--- src/rtl/rst_seq.sv ---
// Staged reset sequencer: holds all domains in reset, releases them one by one, then times the run.
// Latency: rst_o[0] drops HOLD_CYCLES edges after a reset event; each later stage follows STAGE_GAP edges apart.
// Backpressure: none; free-running, and a reset event (rst_i/soft_rst_i) restarts it from any state.
//
// Ports:
//   clk_i      : clock, all logic on posedge
//   rst_i      : synchronous active-high reset (priority over soft_rst_i, same effect)
//   soft_rst_i : synchronous active-high restart request
//   rst_o      : per-stage active-high reset, bit 0 released first
//   run_o      : high while every stage is released and done is not yet set
//   done_o     : sticky run-complete flag
//   cycle_o    : run-cycle counter, saturates at SIM_CYCLES
module rst_seq #(
  parameter int N_STAGES    = 3,
  parameter int HOLD_CYCLES = 4,
  parameter int STAGE_GAP   = 2,
  parameter int SIM_CYCLES  = 25,
  parameter int CNT_W       = 16
) (
  input  logic                clk_i,
  input  logic                rst_i,
  input  logic                soft_rst_i,
  output logic [N_STAGES-1:0] rst_o,
  output logic                run_o,
  output logic                done_o,
  output logic [CNT_W-1:0]    cycle_o
);

  localparam logic [1:0] ST_HOLD    = 2'd0;
  localparam logic [1:0] ST_RELEASE = 2'd1;
  localparam logic [1:0] ST_RUN     = 2'd2;
  localparam logic [1:0] ST_DONE    = 2'd3;

  localparam int HW = (HOLD_CYCLES > 1) ? $clog2(HOLD_CYCLES) : 1;
  localparam int GW = (STAGE_GAP > 1) ? $clog2(STAGE_GAP) : 1;

  localparam logic [HW-1:0]    HOLD_LAST = HW'(HOLD_CYCLES - 1);
  localparam logic [GW-1:0]    GAP_LAST  = GW'(STAGE_GAP - 1);
  localparam logic [CNT_W-1:0] CYC_LAST  = CNT_W'(SIM_CYCLES - 1);
  localparam logic [CNT_W-1:0] CYC_END   = CNT_W'(SIM_CYCLES);

  if (N_STAGES < 1 || HOLD_CYCLES < 1 || STAGE_GAP < 1 || SIM_CYCLES < 1 || CNT_W < 1 ||
      (64'(SIM_CYCLES) >= (64'd1 << CNT_W))) begin : g_param_err
    $error("rst_seq: parameter out of range");
  end

  logic [1:0]          state_q, state_d;
  logic [HW-1:0]       hold_q, hold_d;
  logic [GW-1:0]       gap_q, gap_d;
  logic [N_STAGES-1:0] rst_q, rst_d;
  logic                run_q, run_d;
  logic                done_q, done_d;
  logic [CNT_W-1:0]    cycle_q, cycle_d;

  // Stages always clear from bit 0 upward, so the released set is a run of low
  // zeros; shifting in one more zero releases exactly the next stage and keeps
  // rst_o monotone by construction.
  logic [N_STAGES-1:0] rst_next;
  assign rst_next = rst_q << 1;

  always_comb begin
    state_d = state_q;
    hold_d  = hold_q;
    gap_d   = gap_q;
    rst_d   = rst_q;
    run_d   = run_q;
    done_d  = done_q;
    cycle_d = cycle_q;

    if (soft_rst_i) begin
      state_d = ST_HOLD;
      hold_d  = '0;
      gap_d   = '0;
      rst_d   = '1;
      run_d   = 1'b0;
      done_d  = 1'b0;
      cycle_d = '0;
    end else begin
      case (state_q)
        ST_HOLD: begin
          if (hold_q == HOLD_LAST) begin
            rst_d = rst_next;
            gap_d = '0;
            if (rst_next == '0) begin
              state_d = ST_RUN;
              run_d   = 1'b1;
              cycle_d = '0;
            end else begin
              state_d = ST_RELEASE;
            end
          end else begin
            hold_d = hold_q + HW'(1);
          end
        end
        ST_RELEASE: begin
          if (gap_q == GAP_LAST) begin
            gap_d = '0;
            rst_d = rst_next;
            if (rst_next == '0) begin
              state_d = ST_RUN;
              run_d   = 1'b1;
              cycle_d = '0;
            end
          end else begin
            gap_d = gap_q + GW'(1);
          end
        end
        ST_RUN: begin
          if (cycle_q == CYC_LAST) begin
            cycle_d = CYC_END;
            run_d   = 1'b0;
            done_d  = 1'b1;
            state_d = ST_DONE;
          end else begin
            cycle_d = cycle_q + CNT_W'(1);
          end
        end
        default: begin
          // DONE: everything holds until the next reset event.
        end
      endcase
    end
  end

  always_ff @(posedge clk_i) begin
    if (rst_i) begin
      state_q <= ST_HOLD;
      hold_q  <= '0;
      gap_q   <= '0;
      rst_q   <= '1;
      run_q   <= 1'b0;
      done_q  <= 1'b0;
      cycle_q <= '0;
    end else begin
      state_q <= state_d;
      hold_q  <= hold_d;
      gap_q   <= gap_d;
      rst_q   <= rst_d;
      run_q   <= run_d;
      done_q  <= done_d;
      cycle_q <= cycle_d;
    end
  end

  assign rst_o   = rst_q;
  assign run_o   = run_q;
  assign done_o  = done_q;
  assign cycle_o = cycle_q;

endmodule

--- config.mk ---
export PLATFORM = sky130hd
export DESIGN_NAME = rst_seq
export DESIGN_NICKNAME = d
export VERILOG_FILES = /design/src/rtl/rst_seq.sv
export SDC_FILE = /design/constraint.sdc
export NUM_CORES = 1
export LEC_CHECK = 0
export ABC_AREA = 1
export CORE_MARGIN = 5
export CORE_UTILIZATION = 29
export DETAILED_ROUTE_END_ITERATION = 12
export HOLD_SLACK_MARGIN = 0.08
export PLACE_DENSITY = 0.53
export RECOVER_POWER = 100
export SYNTH_ARGS = -nofsm -noshare
export SYNTH_HDL_FRONTEND = slang
export SYNTH_SLANG_ARGS = --single-unit
export TNS_END_PERCENT = 10
--- constraint.sdc ---
create_clock -name clk_i -period 1.85 [get_ports clk_i]
set_input_delay 0.185 -clock clk_i [delete_from_list [all_inputs] [get_ports clk_i]]
set_output_delay 0.185 -clock clk_i [all_outputs]
set_load 0.05 [all_outputs]
==> flow_summary.ini <==
[cells_and_area]
final_core_util = 0.376
antennaDiodeCount = 0
layout_commonest_cell = nand2_1
layout_common_cells = nand2_1, nor2_1, inv_1
nNetsFinal = 282
drive_gt1_frac = 0.0926
area_growth_pct = 24.6
layout.cells.non_filler = 340

[power_and_ir_drop]
powerDensity_nw_per_um2 = 495
vdd_ir_drop_max_mv = 0.350
combPwrFrac = 0.065
power_mw = 0.963
p_clk_frac = 0.344
seq_power_share = 0.591
power.leakage_nw = 0.812
internal_power_mw = 0.734
p_switching_mw = 0.229
swShare = 0.238

[yosys]
netlist-cell-type-count = 27
syn_inst = 240
yosysSeqAreaShare = 0.333
synth_seq_cells = 26
yosys_warnings = 0
synthArstFlopShare = 0
syn-cell-area_um2 = 1560
avgSynthCellArea_um2 = 6.51
syn_nets = 250
ys.flop_type = dfxtp_1
synth_edf_count = 0

[clock_network]
cts_tree = yes
hold_buffers = 0
path_clk_slew_ns = 0.09
clockRootBuffer = clkbuf_8
clkLatencyLatePin_ns = 0.27
cts_max_level = 1
cts_buffers = 3
clockBufferDepth = 2
cts.sinks = 26
cts_setup_buffers = 0
cts_resized = 0

[worst_setup_path]
critPathTopFamily = buffers and inverters
slowest_delay_ns = 0.85
path_class = flip-flop to output pin
arrival_ns = 1.59
rrSetupSlack_ns = 0.16
crit_chain = clkdlybuf4s50_1
crit_path_start_kind = flip-flop
crit_buf_inv = 1
cpMaxStageDelayCell = clkdlybuf4s50_1
critical_path_required_ns = 1.66
endpoint_kind = output pin
crit_fanout = 6

[hold_path]
hold_path_class = flip-flop to flip-flop

[placed_design]
portBuffers = 23
hpwl_um = 3000
globalplace.congestion = 0.809
dp_cells = 337

[drt]
vias = 1506
avgViaCountPerCell = 4.43
drc_errors = 0
wl_per_cell_um = 11.1
ant_nets = 0
drt_iter0_drc = 67
first_pass_iters = 5
wirelength_um = 3780

[timing]
tns_ns = 0
worst_pin_slew_ns = 0.598
max_freq_ghz = 0.565
fin_skew_ns = 0.00123
finalCritPeriodShare = 0.957
finalSetupViolCount = 0
hold_viol_final = 0
rsz0062_at_grt = false
fin_crit_ns = 1.77
whs_ns = 0.453
slew_violations = 0
relSlewSlack = 0.603

[die]
rows = 26
dieHeight_um = 83.4
core_um2 = 5170
die_area_um2 = 6950
ioPinCount = 24
die_x_um = 83.4
initial_utilization = 0.302

[run_status]
status = complete, no violations

[global_routing]
grt_usage = 0.112
grt_overflow_total = 0
grt_max_degree = 14
grt_pass1_wl_um = 6600
antenna_found_initial = 0
grt_pass1_vias = 1501

[run]
drv_cap = 0
[flip-flops by register name, summed over array words and instances, names as in the netlist]
name / flops
run_o: 1
hold_q: 2
state_q: 2
cycle_o: 16
done_o: 1
rst_o: 3
gap_q: 1
[synthesized netlist by cell type (2+ instances only)]
master,count,area (µm²)
xor2_1,4,35.0
xnor2_1,2,17.5
a21oi_1,8,40.0
o21ai_1,2,10.0
nand2_1,67,251
nor2_1,50,188
o21ai_0,5,25.0
nand3_1,7,35.0
nor2_2,4,25.0
inv_1,33,124
ha_1,7,87.6
nand2_2,2,12.5
dfxtp_1,26,521
nand4_1,5,31.3
nor3_1,4,20.0
nand3_2,3,30.0
[metrics by stage]
step / worst slack, ns / cell area, µm²
detailed placement: 0.126 / 1910
floorplan: 0.167 / 1560
global placement: 0.195 / 1910
global route: 0.0114 / 1950
finish: 0.0792 / 1950
CTS: 0.0575 / 1950
[power groups by stage]
stage | Clock [mW] | Combinational [mW] | Sequential, mW
floorplan | 0 | 0.0381 | 0.586
global placement | 0 | 0.0627 | 0.582
detailed placement | 0 | 0.0625 | 0.582
CTS | 0.350 | 0.0628 | 0.569
global route | 0.370 | 0.0719 | 0.570
finish | 0.331 | 0.0626 | 0.569
[per-layer routing]
metal  part of all wire  up-vias  track usage
met5                  0        -            0
met4              0.014        0       0.0327
met3              0.027        6       0.0297
met2               0.49       20        0.205
met1               0.47      676        0.126
li1                   -      804            -
[path summary, 6_finish.rpt]
kind | start | end | depth (start not counted)
hold reg to reg | run_o | run_o | 2
hold / removal | run_o | run_o | 2
setup / recovery | cycle_o[14] | cycle_o[14] | 1
setup reg to reg | state_q[1] | cycle_o[10] | 10
[logic make-up (layout without fill, tap and decap cells)]
group                    Yosys count  in the layout  share of synthesized area
AO/OA/AOI/OAI                     19             19                     0.0681
XOR/XNOR                           6              6                     0.0337
adder cells (fa/ha/maj)            7              7                     0.0561
buffers and inverters             35             65                     0.0889
flip-flops                        26             26                      0.333
AND/OR/NAND/NOR                  147            147                      0.420
[final cells by class]
| cell class | instances | area, µm² |
|---|---|---|
| Timing Repair Buffer | 29 | 263 |
| Inverter | 33 | 124 |
| Fill cell | 568 | 3230 |
| Sequential cell | 26 | 523 |
| Tap cell | 70 | 87.6 |
| Multi-Input combinational cell | 179 | 907 |
| Clock buffer | 3 | 41.3 |
(Power assumes the default switching activity.)
==> RTL edit (config.mk and constraints unchanged) <==
Change the parameter `HOLD_CYCLES` from 4 to 2.
--- a/src/rtl/rst_seq.sv
+++ b/src/rtl/rst_seq.sv
@@ -12,7 +12,7 @@
 //   cycle_o    : run-cycle counter, saturates at SIM_CYCLES
 module rst_seq #(
   parameter int N_STAGES    = 3,
-  parameter int HOLD_CYCLES = 4,
+  parameter int HOLD_CYCLES = 2,
   parameter int STAGE_GAP   = 2,
   parameter int SIM_CYCLES  = 25,
   parameter int CNT_W       = 16
Check against the original RTL: not equivalent (Yosys sat finds a counterexample within 4 cycles, from zero or initial values).
==> RTL edit against the original RTL <==
- routed wire length down 2.0%
- critical path type unchanged
- synthesized area is 0.32% lower
- sequential cell count fell by 1
- setup slack got worse by 0.0026 ns
- highest routed layer unchanged
- die area shrank 0.29%
- critical endpoint is now cycle_o[8]
- critical path depth did not move
- cell area decreased by 2.7%
Power is not compared: it rests on default switching activity, and its combinational part moved more than twofold at a synthesized area within 25%.
==> RTL edit: results <==
metrics = {
    "global_routing": {
        "track_usage_pct": 11.4,
        "met2_usage_pct": 18.5,
        "grt_pass1_wl_um": 6640,
        "met3_usage_pct": 2.87,
    },
    "drt": {
        "drt_iter0_markers": 68,
        "drtPass1Iterations": 4,
        "drt_wl_total_um": 3700,
    },
    "final_layout": {
        "num-nonclk-inverters": 32,
        "seqCellArea_um2": 502,
        "fillers": 581,
        "multiInputGateArea_um2": 926,
        "buf_share_pct": 11.2,
        "fin_util_pct": 36.6,
        "signal_buffers": 24,
        "post_route_cells_drive_above_1_share_pct": 11.4,
        "clock_buffer_count": 4,
    },
    "yosys": {
        "syn_inst": 236,
        "yosys-top-cells-count": "63 x nand2_1, 45 x nor2_1, 27 x inv_1",
        "synth-adder-area-share_pct": 4.82,
    },
    "placed_design": {
        "dp_slack_ns": 0.138,
        "place_congestion": 0.788,
    },
    "setup_path": {
        "worstSetupEndpoint": "cycle_o[8]",
        "rr_worst_depth": 9,
    },
    "sta": {
        "finalClockSkew_ns": 0.000816,
        "max_freq_ghz": 0.564,
    },
    "run_status": {
        "outcome": "complete, no violations",
    },
}
[RTL edit: cell count changes after synthesis, moves of 2 or more]
cell	unedited run	this run
nand2_4	1	5
nor2_1	50	45
nor2_2	4	6
nand2_1	67	63
inv_1	33	27
inv_2	0	5
a21oi_1	8	10
nand2_2	2	7
[RTL edit: worst min path at each step]
stage	end	slack, ns	cells after the start
finish	run_o$_SDFFE_PP0P_	0.45	2
global route	run_o$_SDFFE_PP0P_	0.49	2
CTS	run_o$_SDFFE_PP0P_	0.47	2
floorplan	rst_o[0]$_SDFFE_PP1P_	0.32	2
detailed placement	run_o$_SDFFE_PP0P_	0.45	2
global placement	run_o$_SDFFE_PP0P_	0.46	2
[RTL edit: where the power goes]
| group | switching (W) | internal (W) |
|---|---|---|
| logic | 0.000134 | 0.0000629 |
| clock network | 0.000180 | 0.000154 |
| registers | 0.0000105 | 0.000552 |
| total | 0.000324 | 0.000769 |
[RTL edit: repair_timing]
item	CTS	global route
gates resized for setup	0	2
hold endpoints to repair	0	0
endpoints found under the setup margin	0	3
